$ cat src/rtl/freq_meas_pkg.sv
// rtl/freq_meas_pkg.sv - shared types and range tables for the reciprocal frequency path
package freq_meas_pkg;

  typedef enum logic [2:0] {
    ST_IDLE,
    ST_PRESCAN,
    ST_ARM,
    ST_GATE,
    ST_DIV,
    ST_REPORT
  } state_t;

  // Upper bounds (exclusive) of ranges 0..3; anything larger falls into range 4
  localparam logic [3:0][31:0] RANGE_THR  = {32'd10000, 32'd1000, 32'd100, 32'd10};
  localparam logic [4:0][31:0] GATE_N_TAB = {32'd10000, 32'd1000, 32'd100, 32'd10, 32'd1};

  function automatic logic [2:0] range_sel(input logic [31:0] v);
    logic [2:0] r;
    r = 3'd4;
    for (int i = 3; i >= 0; i--) begin
      if (v < RANGE_THR[i]) r = 3'(i);
    end
    return r;
  endfunction

  function automatic logic [31:0] gate_periods(input logic [2:0] idx);
    return (idx > 3'd4) ? GATE_N_TAB[4] : GATE_N_TAB[idx];
  endfunction

endpackage

$ cat src/rtl/sig_sync_edge.sv
// rtl/sig_sync_edge.sv - 2-FF synchronizer with a one-cycle rising-edge pulse
module sig_sync_edge (
  input  logic clk,
  input  logic rst_n,
  input  logic d,
  output logic pulse
);

  logic [2:0] sh;

  always_ff @(posedge clk or negedge rst_n) begin
    if (!rst_n) sh <= '0;
    else        sh <= {sh[1:0], d};
  end

  assign pulse = sh[1] & ~sh[2];

endmodule

$ cat src/rtl/freq_meas_sched.sv
// rtl/freq_meas_sched.sv - equal-precision frequency measurement scheduler with auto-range
module freq_meas_sched
  import freq_meas_pkg::*;
#(
  parameter int unsigned CLK_F       = 50_000_000,
  parameter int unsigned PRESCAN_CYC = 50_000_000,
  parameter int unsigned TIMEOUT_CYC = 100_000_000
) (
  input  logic        clk,
  input  logic        rst_n,
  input  logic        en,
  input  logic        sig_in,
  output logic        gate,
  output logic        div_req,
  output logic [63:0] div_num,
  output logic [31:0] div_den,
  input  logic        div_ack,
  input  logic [31:0] div_quot,
  output logic [31:0] fre,
  output logic        fre_valid,
  output logic [2:0]  range_idx,
  output logic        err_timeout,
  output logic        busy
);

  state_t      state, state_nxt;
  logic        sig_edge;
  logic [31:0] pre_cnt, edge_cnt, to_cnt, ns, nx;
  logic        abort_r;

  logic [31:0] gate_n, edge_cnt_inc, ns_cls;
  logic        pre_last, to_last, close_hit, discard;

  sig_sync_edge u_sync (
    .clk   (clk),
    .rst_n (rst_n),
    .d     (sig_in),
    .pulse (sig_edge)
  );

  always_comb begin
    gate_n       = gate_periods(range_idx);
    edge_cnt_inc = (sig_edge && edge_cnt != '1) ? edge_cnt + 32'd1 : edge_cnt;
    ns_cls       = ns + 32'd1;
    pre_last     = (pre_cnt == PRESCAN_CYC - 1);
    to_last      = (to_cnt == TIMEOUT_CYC - 1);
    close_hit    = (nx + 32'd1 == gate_n);
    discard      = abort_r | ~en;
  end

  always_ff @(posedge clk or negedge rst_n) begin
    if (!rst_n) state <= ST_IDLE;
    else        state <= state_nxt;
  end

  // Disable has priority over everything except an in-flight divide
  always_comb begin
    state_nxt = state;
    case (state)
      ST_IDLE:    if (en) state_nxt = ST_PRESCAN;
      ST_PRESCAN: if (!en) state_nxt = ST_IDLE;
                  else if (pre_last) state_nxt = ST_ARM;
      ST_ARM:     if (!en) state_nxt = ST_IDLE;
                  else if (sig_edge) state_nxt = ST_GATE;
                  else if (to_last) state_nxt = ST_PRESCAN;
      ST_GATE:    if (!en) state_nxt = ST_IDLE;
                  else if (sig_edge && close_hit) state_nxt = ST_DIV;
                  else if (!sig_edge && to_last) state_nxt = ST_PRESCAN;
      ST_DIV:     if (div_ack) state_nxt = discard ? ST_IDLE : ST_REPORT;
      ST_REPORT:  state_nxt = en ? ST_ARM : ST_IDLE;
      default:    state_nxt = ST_IDLE;
    endcase
  end

  always_ff @(posedge clk or negedge rst_n) begin
    if (!rst_n) begin
      gate        <= 1'b0;
      div_req     <= 1'b0;
      div_num     <= '0;
      div_den     <= '0;
      fre         <= '0;
      fre_valid   <= 1'b0;
      range_idx   <= '0;
      err_timeout <= 1'b0;
      pre_cnt     <= '0;
      edge_cnt    <= '0;
      to_cnt      <= '0;
      ns          <= '0;
      nx          <= '0;
      abort_r     <= 1'b0;
    end else begin
      fre_valid <= 1'b0;
      if (state != ST_PRESCAN) begin
        pre_cnt  <= '0;
        edge_cnt <= '0;
      end
      if (state != ST_ARM && state != ST_GATE) to_cnt <= '0;

      case (state)
        ST_PRESCAN: if (en) begin
          pre_cnt  <= pre_cnt + 32'd1;
          edge_cnt <= edge_cnt_inc;
          if (pre_last) range_idx <= range_sel(edge_cnt_inc);
        end
        ST_ARM, ST_GATE: begin
          if (!en) begin
            gate <= 1'b0;
          end else if (sig_edge) begin
            to_cnt <= '0;
            if (state == ST_ARM) begin
              gate <= 1'b1;
              ns   <= '0;
              nx   <= '0;
            end else begin
              ns <= ns_cls;
              nx <= nx + 32'd1;
              if (close_hit) begin
                gate    <= 1'b0;
                div_req <= 1'b1;
                div_den <= ns_cls;
                // Adding half the denominator turns the divider's truncation into rounding
                div_num <= 64'(CLK_F) * 64'(gate_n) + 64'(ns_cls >> 1);
              end
            end
          end else if (to_last) begin
            gate        <= 1'b0;
            fre         <= '0;
            fre_valid   <= 1'b1;
            err_timeout <= 1'b1;
            range_idx   <= '0;
          end else begin
            to_cnt <= to_cnt + 32'd1;
            if (state == ST_GATE) ns <= ns_cls;
          end
        end
        ST_DIV: begin
          if (!en) abort_r <= 1'b1;
          if (div_ack) begin
            div_req <= 1'b0;
            abort_r <= 1'b0;
            if (!discard) begin
              fre         <= div_quot;
              fre_valid   <= 1'b1;
              err_timeout <= 1'b0;
              range_idx   <= range_sel(div_quot);
            end
          end
        end
        default: ;
      endcase
    end
  end

  assign busy = (state != ST_IDLE);

endmodule

$ cat config.mk
export PLATFORM = sky130hd
export DESIGN_NAME = freq_meas_sched
export DESIGN_NICKNAME = d
export VERILOG_FILES = /design/src/rtl/freq_meas_pkg.sv /design/src/rtl/sig_sync_edge.sv /design/src/rtl/freq_meas_sched.sv
export SDC_FILE = /design/constraint.sdc
export NUM_CORES = 1
export LEC_CHECK = 0
export BUFFER_PORTS_ARGS = -buffer_cell sky130_fd_sc_hd__buf_2
export CAP_MARGIN = 20
export CORE_ASPECT_RATIO = 1.5
export CORE_UTILIZATION = 61
export CTS_CLUSTER_SIZE = 12
export DETAILED_ROUTE_END_ITERATION = 16
export GPL_ROUTABILITY_DRIVEN = 0
export PLACE_DENSITY_LB_ADDON = 0.3
export SLEW_MARGIN = 20
export SYNTH_ARGS = -nofsm -noshare
export SYNTH_HDL_FRONTEND = slang
export SYNTH_SLANG_ARGS = --single-unit
$ cat constraint.sdc
create_clock -name clk -period 9.3 [get_ports clk]
set_input_delay 1.395 -clock clk [delete_from_list [all_inputs] [get_ports clk]]
set_output_delay 1.395 -clock clk [all_outputs]
set_load 0.03 [all_outputs]
==> key figures <==
Setup path
  – WP data arrival: 8.72 ns
  – Buf/Inv on CP: 4
  – Crit-path max FO: 22
  – Worst path required time: 9.74 ns
  – Crit end category: register
  – Critical Path Source Type: register
  – Max stage delay on crit path: just under 0.6 ns
  – CP delay by family, top: adder cells
  – Kind of critical path: reg2reg
  – CP max-delay cell: dfrtp_1

Power
  – Power share of the clock group: 24.6%
  – Net Sw Frac: approximately two fifths
  – Sequential group share of total power: 28.9%
  – Power per cell area: 202.8 nW/um^2
  – Leak: 10.58 nW
  – Int Pwr: 2.583 mW
  – Worst VDD drop: ~0.16 mV
  – Combinational Power Share: 46.5%
  – Psw: between 1.5 and 2 mW

Logic synthesis
  – Post-synth EDFFs: 0
  – Area contributors post-synth: dfrtp_1 (34%), ha_1 (8.5%), fa_1 (5.1%)
  – Synth Area per Inst: 8.990 um^2
  – Async S/R FF share, synth: 100.0%
  – FF+latch count, synth: 272
  – Synth unique cells: 87
  – Total number of yosys warnings: 0
  – Cell with the most instances after synthesis: dfrtp_1
  – Post-synth top cells: dfrtp_1 (272), nand2_1 (224), nor2_1 (189)
  – Post-synth top area share: roughly 34%
  – Post-synthesis cell count: 2218
  – Leading area contributor after synthesis: dfrtp_1
  – Top_reg_cell synth: dfrtp_1
  – Seq/Total Area, Yosys: approximately 34%
  – Mapped Area: 19940 um^2

STA
  – Setup TNS: 0 ns
  – Endpoints failing setup: 0
  – Fin crit share: 89.12%
  – RSZ-0062 raised after global routing: false
  – Fmax: 120.7 MHz
  – Max-slew violation count: 0
  – Fin Clk Skew: around 0.04 ns
  – Worst Max-Slew Pin Slew: around 1.1 ns
  – Final min period: 8.288 ns
  – Number of hold violations in the final report: 0
  – Slew HR: 26.50%

Final layout
  – Area growth, synth to finish: 8.276%
  – Fillers: 2551
  – Fraction of layout cells with a size suffix above 1: 11.72%
  – Area of the multi-input gates: 12030 um^2
  – Final #Nets: roughly 2500
  – Antenna cells: 0
  – Register area: 6808 um^2
  – Post-route insts no fill: ~2700
  – Finished Core Util: 67.41%

Global route
  – Gr usage total: 30.82%
  – First-pass GRT wire length: 82800 um
  – Initial antenna violation count: 1
  – GRT met1 Usage: approximately 34%
  – Grt total ovfl: 0
  – Largest net degree at the start of global routing: between 100 and 150
  – GRT Max-Usage Layer: met2
  – Met2 Track Usage GR: 54.60%
  – Grt met3 use: approximately 4.8%
  – Vias in the first global route: 16450

Clock network
  – Clk Tree Root Cell: clkbuf_16
  – Worst skew pair latency: 0.59 ns
  – Longest Clk Path Bufs: 3
  – Hold-fix buffers, CTS: 0
  – H-tree Lvls: 1
  – Clock Sink Count: 272
  – # Post-CTS Setup Buffers: 0
  – Reg clk slew, reported paths: ~0.060 ns
  – CTS tree: built
  – Total CTS buffers: 28
  – Post_cts resized: 0

Run
  – Max-cap viol count: 0

Status
  – Status: complete, no violations

Floorplan
  – Starting Density: 62.25%
  – Row count: 80
  – Core Area: 32030 um^2
  – I/O pin total: 173
  – Die width: 149.6 um
  – DIE AREA: 33430 um^2
  – Die H: ~220 um

Placement
  – Placed wire-length estimate: 37110 um
  – Port buffer count: between 100 and 150
  – Cells after DPL: 2678

Detailed routing
  – Vias: 16710
  – ANT nets after route: 0
  – Vias/cell: 6.138
  – Drt wl/cell: 18.72 um
  – Drt drc: 0
  – DR pass1 iterations: 6
  – Iteration-0 DRC Markers: 881
  – DRT Wirelength: between 50000 and 60000 um

Worst hold path
  – Worst min path class: reg2reg
-- kinds of logic after synthesis --
family / after synthesis / share of synthesized area [%]
flip-flops: 272 / 34.13
other: 2 / 0.03766
XOR/XNOR: 169 / 7.423
adder cells (fa/ha/maj): 188 / 13.70
buffers and inverters: 272 / 6.181
AO/OA/AOI/OAI: 489 / 16.15
multiplexers: 49 / 3.156
AND/OR/NAND/NOR: 777 / 19.21
-- power by group through the flow --
stage | Combinational [mW] | Sequential, mW | Clock, mW
3_5_place_dp | 2.00 | 1.29 | 0
2_1_floorplan | 1.55 | 1.29 | 0
5_1_grt | 2.30 | 1.27 | 1.14
3_3_place_gp | 1.94 | 1.29 | 0
4_1_cts | 2.02 | 1.27 | 1.10
6_report | 2.03 | 1.27 | 1.08
-- path summary, 6_finish.rpt --
kind	from	end	slack, ns	depth (start not counted)
max	range_idx[1]	div_num[37]	1.01	27
max in group asynchronous	rst_n	edge_cnt[24]	6.92	3
min	u_sync.sh[0]	u_sync.sh[1]	0.35	0
max reg2reg	range_idx[1]	div_num[37]	1.01	27
min in group asynchronous	rst_n	div_den[14]	0.74	1
min reg2reg	u_sync.sh[0]	u_sync.sh[1]	0.35	0
-- per-stage QoR --
step | worst slack [ns] | hold WS [ns] | instance area [um^2] | power, mW
floorplan | 1.483 | 0.3312 | 20050 | 2.839
global placement | 1.565 | 0.3414 | 20710 | 3.221
detailed placement | 1.215 | 0.3428 | 20720 | 3.287
CTS | 1.120 | 0.3565 | 21560 | 4.386
global route | 0.6975 | 0.3655 | 21590 | 4.712
finish | 1.012 | 0.3544 | 21590 | 4.378
-- routing by layer --
layer | share of wire, % | up-vias
met4 | 6.2 | 2
li1 | - | 7892
met5 | 0.022 | -
met1 | 38 | 8142
met2 | 51 | 515
met3 | 5.2 | 156
-- cell usage in the layout (no fill, tap or decap), types with 30 or more instances in the layout --
cell type,instances
nand3_1,72
fa_1,51
nor2_1,187
inv_1,124
nand4_1,37
xor2_1,74
a22o_1,72
a21o_1,38
nand2_1,224
xnor2_1,95
dfrtp_1,271
o21ai_0,104
buf_2,148
conb_1,30
a21oi_1,100
nor3_1,59
and3_1,45
o21ai_1,42
ha_1,136
-- flip-flops by register name, summed over array words and instances (netlist names), 32 cells and up --
| name | count |
|---|---|
| div_num | 34 |
| div_den | 32 |
| edge_cnt | 32 |
| fre | 32 |
| ns | 32 |
| nx | 32 |
| pre_cnt | 32 |
| to_cnt | 32 |
-- final cells by class --
class	count	share of cell area, %
repair buffers	168	4.254
clock inverters	6	0.3709
multi-input cells	1702	55.72
well taps	410	2.376
clock buffers	37	3.541
flip-flops and latches	272	31.53
inverters	127	2.208
Power figures use the tool's default switching activity.
